[src/rtl/tick_gen_pkg.sv]
// Shared types and defaults for the multi-channel tick generator.
//   CNT_W_DEFAULT   : default divisor/counter width (100 MHz down to 1 Hz fits in 27 bits)
//   DEF_DIV_DEFAULT : default reset divisor (1 kHz ticks from a 100 MHz clock)
//   ch_idx_t        : channel index carried on the write port
//   div_t           : divisor at the default width
package tick_gen_pkg;

  localparam int unsigned CNT_W_DEFAULT   = 27;
  localparam int unsigned DEF_DIV_DEFAULT = 100000;
  localparam int unsigned MAX_CH          = 8;

  typedef logic [2:0]               ch_idx_t;
  typedef logic [CNT_W_DEFAULT-1:0] div_t;

endpackage

[src/rtl/tick_chan.sv]
// One tick channel: free-running divider with a double-buffered divisor.
//   clk_i       : system clock
//   rst_ni      : synchronous active-low reset
//   en_i        : count enable; low freezes the counter and forces tick low
//   sync_clr_i  : zero the counter and apply any pending divisor
//   wr_i        : divisor write strobe already decoded for this channel
//   wr_div_i    : divisor value to write
//   tick_o      : registered one-cycle pulse on each wrap
//   pend_o      : a written divisor is waiting to become active
module tick_chan
  import tick_gen_pkg::*;
#(
  parameter int unsigned CNT_W   = CNT_W_DEFAULT,
  parameter int unsigned DEF_DIV = DEF_DIV_DEFAULT
) (
  input  logic             clk_i,
  input  logic             rst_ni,
  input  logic             en_i,
  input  logic             sync_clr_i,
  input  logic             wr_i,
  input  logic [CNT_W-1:0] wr_div_i,
  output logic             tick_o,
  output logic             pend_o
);

  localparam logic [CNT_W-1:0] DefDiv = CNT_W'(DEF_DIV);
  localparam logic [CNT_W-1:0] One    = CNT_W'(1);

  logic [CNT_W-1:0] cnt_q, cnt_d;
  logic [CNT_W-1:0] act_div_q, act_div_d;
  logic [CNT_W-1:0] pend_div_q, pend_div_d;
  logic             pend_q, pend_d;
  logic             tick_q, tick_d;

  logic running;
  logic wrap;
  logic apply;

  always_comb begin
    running    = en_i && (act_div_q != '0);
    wrap       = running && (cnt_q == act_div_q - One);
    apply      = 1'b0;
    cnt_d      = cnt_q;
    act_div_d  = act_div_q;
    pend_div_d = pend_div_q;
    pend_d     = pend_q;
    tick_d     = 1'b0;

    if (sync_clr_i) begin
      cnt_d = '0;
      apply = 1'b1;
    end else if (running) begin
      if (wrap) begin
        cnt_d  = '0;
        tick_d = 1'b1;
        apply  = 1'b1;
      end else begin
        cnt_d = cnt_q + One;
      end
    end else begin
      // Idle channel: a new divisor may land at any time. Restart the period
      // when it does so the counter can never sit above the new divisor.
      apply = 1'b1;
      if (pend_q || wr_i) begin
        cnt_d = '0;
      end
    end

    // When not pending, pend_div_q already equals act_div_q, so applying is harmless.
    if (apply) begin
      act_div_d  = wr_i ? wr_div_i : pend_div_q;
      pend_div_d = act_div_d;
      pend_d     = 1'b0;
    end else if (wr_i) begin
      pend_div_d = wr_div_i;
      pend_d     = 1'b1;
    end
  end

  always_ff @(posedge clk_i) begin
    if (!rst_ni) begin
      cnt_q      <= '0;
      act_div_q  <= DefDiv;
      pend_div_q <= DefDiv;
      pend_q     <= 1'b0;
      tick_q     <= 1'b0;
    end else begin
      cnt_q      <= cnt_d;
      act_div_q  <= act_div_d;
      pend_div_q <= pend_div_d;
      pend_q     <= pend_d;
      tick_q     <= tick_d;
    end
  end

  assign tick_o = tick_q;
  assign pend_o = pend_q;

endmodule

[src/rtl/multi_tick_generator.sv]
// N_CH independent programmable tick channels sharing enable, clear and a write port.
//   clk      : system clock
//   rstn     : synchronous active-low reset
//   en       : global count enable
//   sync_clr : zero all counters together, applying pending divisors
//   wr_en    : divisor write strobe
//   wr_ch    : channel index for the write (indices >= N_CH are ignored)
//   wr_div   : new divisor
//   tick     : per-channel one-cycle enable pulse
//   pend     : per-channel "written divisor not yet active"
module multi_tick_generator
  import tick_gen_pkg::*;
#(
  parameter int unsigned N_CH    = 4,
  parameter int unsigned CNT_W   = CNT_W_DEFAULT,
  parameter int unsigned DEF_DIV = DEF_DIV_DEFAULT
) (
  input  logic             clk,
  input  logic             rstn,
  input  logic             en,
  input  logic             sync_clr,
  input  logic             wr_en,
  input  logic [2:0]       wr_ch,
  input  logic [CNT_W-1:0] wr_div,
  output logic [N_CH-1:0]  tick,
  output logic [N_CH-1:0]  pend
);

  ch_idx_t         wr_idx;
  logic [N_CH-1:0] wr_hit;

  assign wr_idx = wr_ch;

  // Only indices that exist get a strobe, so out-of-range writes fall through.
  always_comb begin
    wr_hit = '0;
    for (int unsigned i = 0; i < N_CH; i++) begin
      wr_hit[i] = wr_en && (wr_idx == ch_idx_t'(i));
    end
  end

  for (genvar g = 0; g < N_CH; g++) begin : g_chan
    tick_chan #(
      .CNT_W   (CNT_W),
      .DEF_DIV (DEF_DIV)
    ) u_chan (
      .clk_i      (clk),
      .rst_ni     (rstn),
      .en_i       (en),
      .sync_clr_i (sync_clr),
      .wr_i       (wr_hit[g]),
      .wr_div_i   (wr_div),
      .tick_o     (tick[g]),
      .pend_o     (pend[g])
    );
  end

endmodule

[config.mk]
export PLATFORM = sky130hd
export DESIGN_NAME = multi_tick_generator
export DESIGN_NICKNAME = d
export VERILOG_FILES = /design/src/rtl/tick_gen_pkg.sv /design/src/rtl/tick_chan.sv /design/src/rtl/multi_tick_generator.sv
export SDC_FILE = /design/constraint.sdc
export NUM_CORES = 1
export LEC_CHECK = 0
export CORE_MARGIN = 1.5
export CORE_UTILIZATION = 64
export DETAILED_ROUTE_END_ITERATION = 16
export DONT_BUFFER_PORTS = 1
export PLACE_DENSITY = 0.82
export SYNTH_ARGS = -nofsm -noshare
export SYNTH_HDL_FRONTEND = slang
export SYNTH_HIERARCHICAL = 1
export SYNTH_SLANG_ARGS = --single-unit
export TNS_END_PERCENT = 50
[constraint.sdc]
create_clock -name clk -period 3.7 [get_ports clk]
set_input_delay 0.555 -clock clk [delete_from_list [all_inputs] [get_ports clk]]
set_output_delay 0.555 -clock clk [all_outputs]
set_load 0.03 [all_outputs]
==> reports/qor.yml <==
timing:
  max_clock_freq_ghz: 0.285
  whs_ps: 146
  slew_headroom_pct: 37.5
  worst_pin_slew_ps: 933
  fin_crit_sh_pct: 95.0
  setup_viol: 0
  slew_viol_final: 0
  fin_skew_ps: 16.7
  fin_crit_ps: 3510
  setup_ws_ps: 186
  finalHoldViolCount: 0
detailed_routing:
  drt-total-wl_mm: 48.8
  drt_iter0_markers: 1468
  first_pass_iters: 5
  antenna_left: 0
  route.vias.total: 15500
  wire_per_inst_um: 20.1
  via_per_inst: 6.41
  drc: 0
synthesis:
  synth-edff-count: 0
  ys.flop_type: "dfxtp_1"
  synth_common_cells: "332 x dfxtp_1, 182 x nand2_1, 182 x nor2_1"
  syn-mean-instance-area_sq_um: 8.87
  synth-simple-area-share_pct: 26.7
  yosysUniqueCellTypes: 83
  netlist_top_cells_area: "dfxtp_1 37%, mux2i_1 6.8%, xnor2_1 5.7%"
  synth-adder-area-share_pct: 0.835
  ys_ff_latch: 332
  ys_async_sr_fraction_pct: 0
  yosysSeqAreaShare_pct: 37.0
  synth_most_common_cell: "dfxtp_1"
  synth_top_area_share_pct: 37.0
  yosysWarnings: 6
  synth_compound_area_share_pct: 14.8
  synthXorXnorAreaFrac_pct: 9.60
  synth_cells: 2026
  mappedNetlistArea_sq_mm: 0.0180
  synth_fp_nets: 2073
  yosys.area.top_type: "dfxtp_1"
  synthMuxAreaShare_pct: 6.92
  synth_top_family_by_area: "simple AND/OR/NAND/NOR gates"
clock_network:
  clk_pin_slew_ps: 60
  cts-root-buf: "clkbuf_16"
  numCtsBuffers: 35
  clock_latency_ps: 530
  ctsHoldBuffers: 0
  cts.sinks: 332
  cts_max_level: 2
  cts_tree: "built"
  clk_path_buf_depth: 3
critical_path:
  cp_slowest_stage_delay_ps: 510
  reg2reg_depth: 11
  endpoint_kind: "flop"
  r2r_end: "g_chan[0].u_chan/cnt_q[20]"
  cp_max_fo: 38
  crit-reg2reg-launch: "g_chan[0].u_chan/act_div_q[0]"
  slowest_stage: "o311ai_1"
  crit_arrival_ps: 3940
  worst-endpoint-required_ps: 4120
  path_buf_inv: 3
  start_kind: "flop"
  cp_top_family: "compound AO/OA/AOI/OAI gates"
  criticalPathCategory: "reg2reg"
  critPathMostFrequentCell: "o311ai_1"
  r2r_slack_ps: 190
  cp_cell_sequence: "inv_1 > ha_1 > nor3b_1 > nand4_1 > o31a_1 > o311ai_1 > a2111o_1 > buf_4 > nand2_1 > buf_6 > o311ai_1"
placement:
  hpwlAfterDp_mm: 35.0
  post-place-ws_ps: 134
  globalplace.congestion: 0.974
  port_buffers: 0
  placedCellCount: 2359
layout:
  n_antenna_cell: 0
  post_route_cells_drive_above_1_share_pct: 10.4
  area_delta_synth_final_pct: 9.35
  fillCellCount: 2160
  final_core_util_pct: 71.0
  final_cells: 2423
  fin_nets: 2067
power_and_ir_drop:
  power_frac_clock_pct: 46.1
  p_leak_uw: 0.00662
  p_int_uw: 5980
  power_switching_uw: 1780
  power_frac_seq_pct: 47.5
  vdd_drop_max_mv: 0.417
  power.density_mw_per_mm2: 395
  swShare_pct: 23.0
  p_comb_share_pct: 6.3
floorplan:
  io_pins: 43
  die_area_sq_mm: 0.0291
  fp.dieH_um: 171
  die_x_um: 171
  initial_core_util_pct: 64.9
  core_area_sq_mm: 0.0277
  row_count: 61
min_path:
  hp-class: "in2reg"
  hold_depth: 1
  worstHoldEndpoint: "g_chan[2].u_chan/pend_div_q[7]"
  worstHoldStart: "rstn"
global_routing:
  grt_max_degree: 73
  grt_pass1_wl_mm: 77.9
  grt_pass1_vias: 14800
  grt_use_total_pct: 33.6
  antenna_found_initial: 0
  grt_overflow: 0
flow_run:
  maxCapViolCount: 0
run_status:
  status: "complete, no violations"
registers in the layout (all words and copies together), names as in the netlist:
register / cells
g_chan.u_chan/act_div_q: 108
g_chan.u_chan/cnt_q: 108
g_chan.u_chan/pend_div_q: 108
g_chan.u_chan/pend_o: 4
g_chan.u_chan/tick_o: 4
worst max path at each step:
stage	startpoint	to	cells after the start
finish	g_chan[0].u_chan/act_div_q[0]	g_chan[0].u_chan/cnt_q[20]	11
global route	g_chan[0].u_chan/act_div_q[0]	g_chan[0].u_chan/cnt_q[12]	11
CTS	g_chan[1].u_chan/act_div_q[1]	g_chan[1].u_chan/act_div_q[1]	10
detailed placement	g_chan[1].u_chan/act_div_q[1]	g_chan[1].u_chan/act_div_q[1]	10
global placement	g_chan[1].u_chan/act_div_q[1]	g_chan[1].u_chan/act_div_q[0]	10
floorplan	g_chan[0].u_chan/act_div_q[0]	g_chan[0].u_chan/cnt_q[1]	13
metrics by stage:
step | setup TNS [ps] | total power, uW | area, sq um
after global routing | -96.9 | 8010 | 19700
after global placement | 0 | 4230 | 18500
after detailed placement | 0 | 4240 | 18500
final | 0 | 7760 | 19700
after floorplan | 0 | 4120 | 18000
after CTS | 0 | 7800 | 19600
cell type report:
type	count	area, sq um	share of cell area [%]
Sequential cell	332	6650	33.8
Clock buffer	47	983	5.00
Timing Repair Buffer	76	603	3.07
Inverter	44	165	0.840
Clock inverter	15	181	0.923
Multi-Input combinational cell	1531	10600	54.0
Tap cell	378	473	2.41
cell usage in the layout (no fill, tap or decap), types with 26 or more instances in the layout:
cell type,count
dfxtp_1,332
nand2_1,181
nor2_1,180
mux2i_1,122
xnor2_1,118
nand3_1,90
xor2_1,74
buf_4,72
nor3_1,68
nor2b_1,64
nand4_1,58
a22o_1,48
inv_1,42
nor4_1,42
clkbuf_16,37
a31oi_1,32
o31ai_2,28
a21oi_1,26
layer usage:
layer	vias to the layer above	GRT usage (%)	wire length, um
met5	-	0	0
met4	0	13.9	1800
met3	111	6.18	3640
met2	568	54.9	22600
met1	7465	43.8	20800
li1	7381	-	-
power groups by stage:
| stage | clock network, uW | logic (uW) | registers (uW) |
|---|---|---|---|
| 5_1_grt | 3790 | 533 | 3690 |
| 4_1_cts | 3630 | 481 | 3680 |
| 2_1_floorplan | 0 | 380 | 3740 |
| 3_5_place_dp | 0 | 476 | 3760 |
| 6_report | 3580 | 492 | 3690 |
| 3_3_place_gp | 0 | 467 | 3760 |
what timing repair did:
action | CTS | global route
gates resized for setup | 0 | 4
endpoints found under the hold margin | 0 | 0
buffers inserted | 0 | 1
setup endpoints to repair | 0 | 49
logic make-up (layout without fill, tap and decap cells):
kind of cell | count (synthesis) | count (layout)
AOI/OAI and AO/OA | 320 | 320
xor gates and xnor gates | 194 | 194
adders and majority gates | 12 | 12
buffers and inverters | 164 | 182
DFF | 332 | 332
muxes | 124 | 124
and+or+nand+nor | 880 | 881
worst register-to-register path: cells and delay by family, from the launching register on:
kind / cells / cell delay, ps
flops: 1 / 380
compound gates: 4 / 1350
simple gates: 3 / 720
buf+inv: 3 / 720
fa+ha+maj: 1 / 260
Note: power is estimated with default switching activity, not from simulation.
